### config.mk
export PLATFORM = sky130hd
export DESIGN_NAME = vector_lane_sequencer
export DESIGN_NICKNAME = d
export VERILOG_FILES = /design/src/rtl/vector_pkg.sv /design/src/rtl/vector_lane_sequencer.sv
export SDC_FILE = /design/constraint.sdc
export NUM_CORES = 1
export LEC_CHECK = 0
export CAP_MARGIN = 10
export CORE_MARGIN = 5
export CORE_UTILIZATION = 47
export DETAILED_ROUTE_END_ITERATION = 7
export PLACE_DENSITY = 0.8
export SYNTH_ARGS = -nofsm -noshare
export SYNTH_HDL_FRONTEND = slang
export SYNTH_SLANG_ARGS = --single-unit
### constraint.sdc
create_clock -name clk -period 2.9 [get_ports clk]
set_input_delay 0.435 -clock clk [delete_from_list [all_inputs] [get_ports clk]]
set_output_delay 0.435 -clock clk [all_outputs]
set_load 0.01 [all_outputs]
### src/rtl/vector_pkg.sv
// Shared types and constants for the vector lane sequencer and its ALU slice.
package vector_pkg;

  localparam int LANES  = 4;
  localparam int LANE_W = 8;
  localparam int OP_W   = 5;
  localparam int VEC_W  = LANES * LANE_W;
  localparam int CNT_W  = $clog2(LANES);

  localparam logic [OP_W-1:0] OP_ADD = 5'b01010;

  typedef enum logic [1:0] {
    IDLE,
    ISSUE,
    DONE
  } seq_state_t;

  // Request as captured at acceptance; held for the whole ISSUE phase.
  typedef struct packed {
    logic [OP_W-1:0]  op;
    logic [VEC_W-1:0] r;
    logic [VEC_W-1:0] s;
  } vec_req_t;

  function automatic logic [LANE_W-1:0] lane_sel(
    input logic [VEC_W-1:0] v,
    input logic [CNT_W-1:0] idx
  );
    return v[idx*LANE_W +: LANE_W];
  endfunction

endpackage

### src/rtl/vector_lane_sequencer.sv
// Purpose: serialises a 4-lane vector op onto an 8-bit ALU slice, lane 0 first, and repacks the result.
// Latency: 4 cycles from accept to out_valid; one accept per 6 cycles minimum.
// Backpressure: in_ready only in IDLE; out_y/out_valid hold while out_ready is low.
module vector_lane_sequencer
  import vector_pkg::*;
(
  input  logic              clk,
  input  logic              rst_n,
  input  logic              in_valid,
  output logic              in_ready,
  input  logic [OP_W-1:0]   in_op,
  input  logic [VEC_W-1:0]  in_r,
  input  logic [VEC_W-1:0]  in_s,
  output logic [LANE_W-1:0] alu_r,
  output logic [LANE_W-1:0] alu_s,
  output logic [OP_W-1:0]   alu_op,
  input  logic [LANE_W-1:0] alu_y,
  output logic              out_valid,
  input  logic              out_ready,
  output logic [VEC_W-1:0]  out_y,
  output logic              busy
);

  seq_state_t       state_q;
  seq_state_t       state_d;
  logic [CNT_W-1:0] lane_cnt_q;
  vec_req_t         req_q;
  logic [VEC_W-1:0] res_q;
  logic             last_lane;

  assign last_lane = (lane_cnt_q == CNT_W'(LANES - 1));

  always_ff @(posedge clk or negedge rst_n) begin
    if (!rst_n) begin
      state_q <= IDLE;
    end else begin
      state_q <= state_d;
    end
  end

  // Outputs decode only registered state, so reset forces them low immediately.
  always_comb begin
    state_d   = state_q;
    in_ready  = 1'b0;
    out_valid = 1'b0;
    busy      = 1'b0;
    alu_r     = '0;
    alu_s     = '0;
    alu_op    = '0;
    case (state_q)
      IDLE: begin
        in_ready = 1'b1;
        if (in_valid) begin
          state_d = ISSUE;
        end
      end
      ISSUE: begin
        busy   = 1'b1;
        alu_r  = lane_sel(req_q.r, lane_cnt_q);
        alu_s  = lane_sel(req_q.s, lane_cnt_q);
        alu_op = req_q.op;
        if (last_lane) begin
          state_d = DONE;
        end
      end
      DONE: begin
        busy      = 1'b1;
        out_valid = 1'b1;
        if (out_ready) begin
          state_d = IDLE;
        end
      end
      default: begin
        state_d = IDLE;
      end
    endcase
  end

  // Lane counter parks on the last lane when ISSUE ends; cleared at the next accept.
  always_ff @(posedge clk or negedge rst_n) begin
    if (!rst_n) begin
      req_q      <= '0;
      lane_cnt_q <= '0;
      res_q      <= '0;
    end else if (state_q == IDLE && in_valid) begin
      req_q.op   <= in_op;
      req_q.r    <= in_r;
      req_q.s    <= in_s;
      lane_cnt_q <= '0;
    end else if (state_q == ISSUE) begin
      res_q[lane_cnt_q*LANE_W +: LANE_W] <= alu_y;
      if (!last_lane) begin
        lane_cnt_q <= lane_cnt_q + 1'b1;
      end
    end
  end

  assign out_y = res_q;

endmodule

==> results.ini <==
[cells_and_area]
layout.nets=523
final_layout_size_suffix_gt1_share_pct=27.6
fin_util_pct=65.9
diodes=0
multi_input_area_um2=1840
fillers=727
area_delta_synth_final_pct=38.7
seqCellArea_um2=2630

[place]
gp_congestion=0.780
dpl_worst_slack_ns=0.281
io_buffer_count=136
post-dp-hpwl_mm=7.73

[cts]
post_cts_resized=0
root_buffer=clkbuf_8
cts_tree=yes
clock_sinks=105
numCtsBuffers=9
hold_buffers=0
post_cts_buffers=0
cts_max_path_buffers=2
clkTransAtPathRegs_ns=0.11
insertion_delay_ns=0.36
h-tree-depth=3

[worst_hold_path]
min_path_type=primary input to asynchronous set/reset pin

[timing]
finalClockSkew_ns=0.0108
rsz0062_at_grt=false
finalCritPeriodShare_pct=92.6
fin_tns_setup_ns=0
worstMarginPinSlew_ns=0.736
hold_viol=0
setup_viol=0
worst_slack_ns=0.213
drv_slew=0
max_freq_mhz=372
period_minus_slack_ns=2.69
relSlewSlack_pct=51.0

[floorplan]
rows=36
core_um2=9590
die_h_um=108
fp.dieW_um=108
ios=137
die_area_um2=11800
start_util_pct=47.5

[synth]
synth_top_family_by_area=multiplexers
ys_types=22
synthesis.area_um2=4560
synthCells=291
synthSimpleGateAreaFrac_pct=5.38
synthXorXnorAreaFrac_pct=0.192
synth_compound_area_share_pct=6.56
synth_nets=381
yosysSeqAreaShare_pct=57.6
synth-seq-cells=105
synth.area.mux_share_pct=25.7
syn_avg_cell_area_um2=15.7
synth_fa_ha_area_share_pct=2.47
yosysWarnings=0

[critical_path]
cp.required_ns=2.47
cp.arrival_ns=2.25
start_kind=register
worstPathBufferInverterCount=1
reg2reg_from=lane_cnt_q[0]$_DFFE_PN0P_
crit_slowest_cell=dfrtp_4
r2r_end=out_y[12]$_DFFE_PN0P_
slowest_delay_ns=0.66
path_max_fanout=18
crit_family=flip-flops
rr_worst_depth=5
crit_chain=mux4_2 > and2_1 > clkdlybuf4s50_1
crit_type=register to output pin
endpoint_kind=output pin
rrSetupSlack_ns=0.52

[global_routing]
grt_pass1_vias=3297
antenna_found_initial=0
grt_pass1_wl_mm=16.9
grt_usage_pct=18.6
grt_overflow_total=0
grt_max_degree=59

[power_and_ir_drop]
peakVddDrop_mv=0.433
pwr_density_cell_nw_per_um2=961
power.leakage_uw=0.00267
power_uw=6080

[routing]
wire_per_inst_um=18.1
vias=2945
viasPerCell=5.16
dr.pass1.iters=4
drt-initial-drc-count=92
routed_wl_mm=10.3
drc_errors=0
antenna_violating_nets_post_route=0

[status]
status=finished clean

[run]
cap_violations=0

stage by stage:
stage                     hold WS [ns]  instance area, µm²  cells
after CTS                        0.125                6320    571
after global placement           0.481                6110    555
after global routing             0.157                6320    571
after floorplan                  0.139                4560    291
final                            0.106                6320    571
after detailed placement         0.487                6110    555
worst reg2reg max path: cells and delay by family, from the launching register on:
kind,cells,cell delay (ns)
fa+ha+maj,1,0.44
compound gates,1,0.19
simple gates,2,0.79
buf+inv,1,0.24
flops,1,0.66
state kept, by name, summed over array words and instances (netlist names):
name / count
req_q: 69
lane_cnt_q: 2
state_q: 2
out_y: 32
cell usage after synthesis:
master | count | area, µm²
nand2_1 | 4 | 15.0
nor3_4 | 2 | 32.5
mux4_2 | 16 | 360
or3b_4 | 1 | 11.3
mux2_2 | 71 | 800
nor2_1 | 1 | 3.75
ha_1 | 9 | 113
a21oi_1 | 2 | 10.0
buf_2 | 10 | 50.1
mux2i_1 | 1 | 10.0
nand2_2 | 1 | 6.26
and2_1 | 21 | 131
a22o_1 | 32 | 280
nor4b_2 | 1 | 15.0
buf_4 | 2 | 15.0
dfrtp_1 | 105 | 2630
nor4b_4 | 1 | 23.8
xnor2_1 | 1 | 8.76
a221oi_1 | 1 | 8.76
clkbuf_1 | 2 | 7.51
nor2b_1 | 1 | 6.26
inv_1 | 6 | 22.5
worst max-delay path by stage:
stage	from	end	cells past startpoint
CTS	lane_cnt_q[0]$_DFFE_PN0P_	alu_r[7]	3
finish	lane_cnt_q[0]$_DFFE_PN0P_	alu_s[7]	3
floorplan	lane_cnt_q[1]$_DFFE_PN0P_	out_y[16]$_DFFE_PN0P_	7
global placement	lane_cnt_q[0]$_DFFE_PN0P_	out_y[23]$_DFFE_PN0P_	5
detailed placement	lane_cnt_q[0]$_DFFE_PN0P_	out_y[16]$_DFFE_PN0P_	5
global route	lane_cnt_q[0]$_DFFE_PN0P_	alu_s[7]	3
final cells by class:
| cell class | count | share of cell area [%] |
|---|---|---|
| clock buffers | 10 | 2.18 |
| clock inverters | 6 | 1.19 |
| inverters | 6 | 0.356 |
| well taps | 133 | 2.63 |
| multi-input cells | 166 | 29.1 |
| repair buffers | 145 | 23.0 |
| flip-flops and latches | 105 | 41.6 |
power breakdown:
part | internal, µW | total [µW] | switching (µW)
sequential | 2100 | 2460 | 367
combinational | 1680 | 2660 | 983
clock | 437 | 954 | 517
layer usage:
metal / part of all wire (%) / vias to the layer above / track usage [%]
li1: - / 1353 / -
met1: 41 / 1472 / 24.0
met2: 48 / 108 / 30.4
met3: 9.0 / 12 / 5.91
met4: 1.2 / 0 / 5.41
met5: 0 / - / 0
cell families after synthesis:
kind of cell,after synthesis
DFF,105
AOI/OAI and AO/OA,35
adders and majority gates,9
buffers and inverters,20
and+or+nand+nor,33
xor gates and xnor gates,1
muxes,88
placed cells by master, fill, tap and decap left out, drive strengths merged:
cell / count
nor3: 2
or3b: 1
mux2: 71
nor4b: 2
xnor2: 1
nor2: 1
buf: 10
clkbuf: 10
clkinv: 3
a221oi: 1
ha: 9
inv: 8
nor2b: 1
mux2i: 1
a21oi: 2
clkdlybuf4s50: 135
dfrtp: 105
bufinv: 1
mux4: 16
a22o: 32
nand2: 5
and2: 21
(Power assumes the default switching activity.)
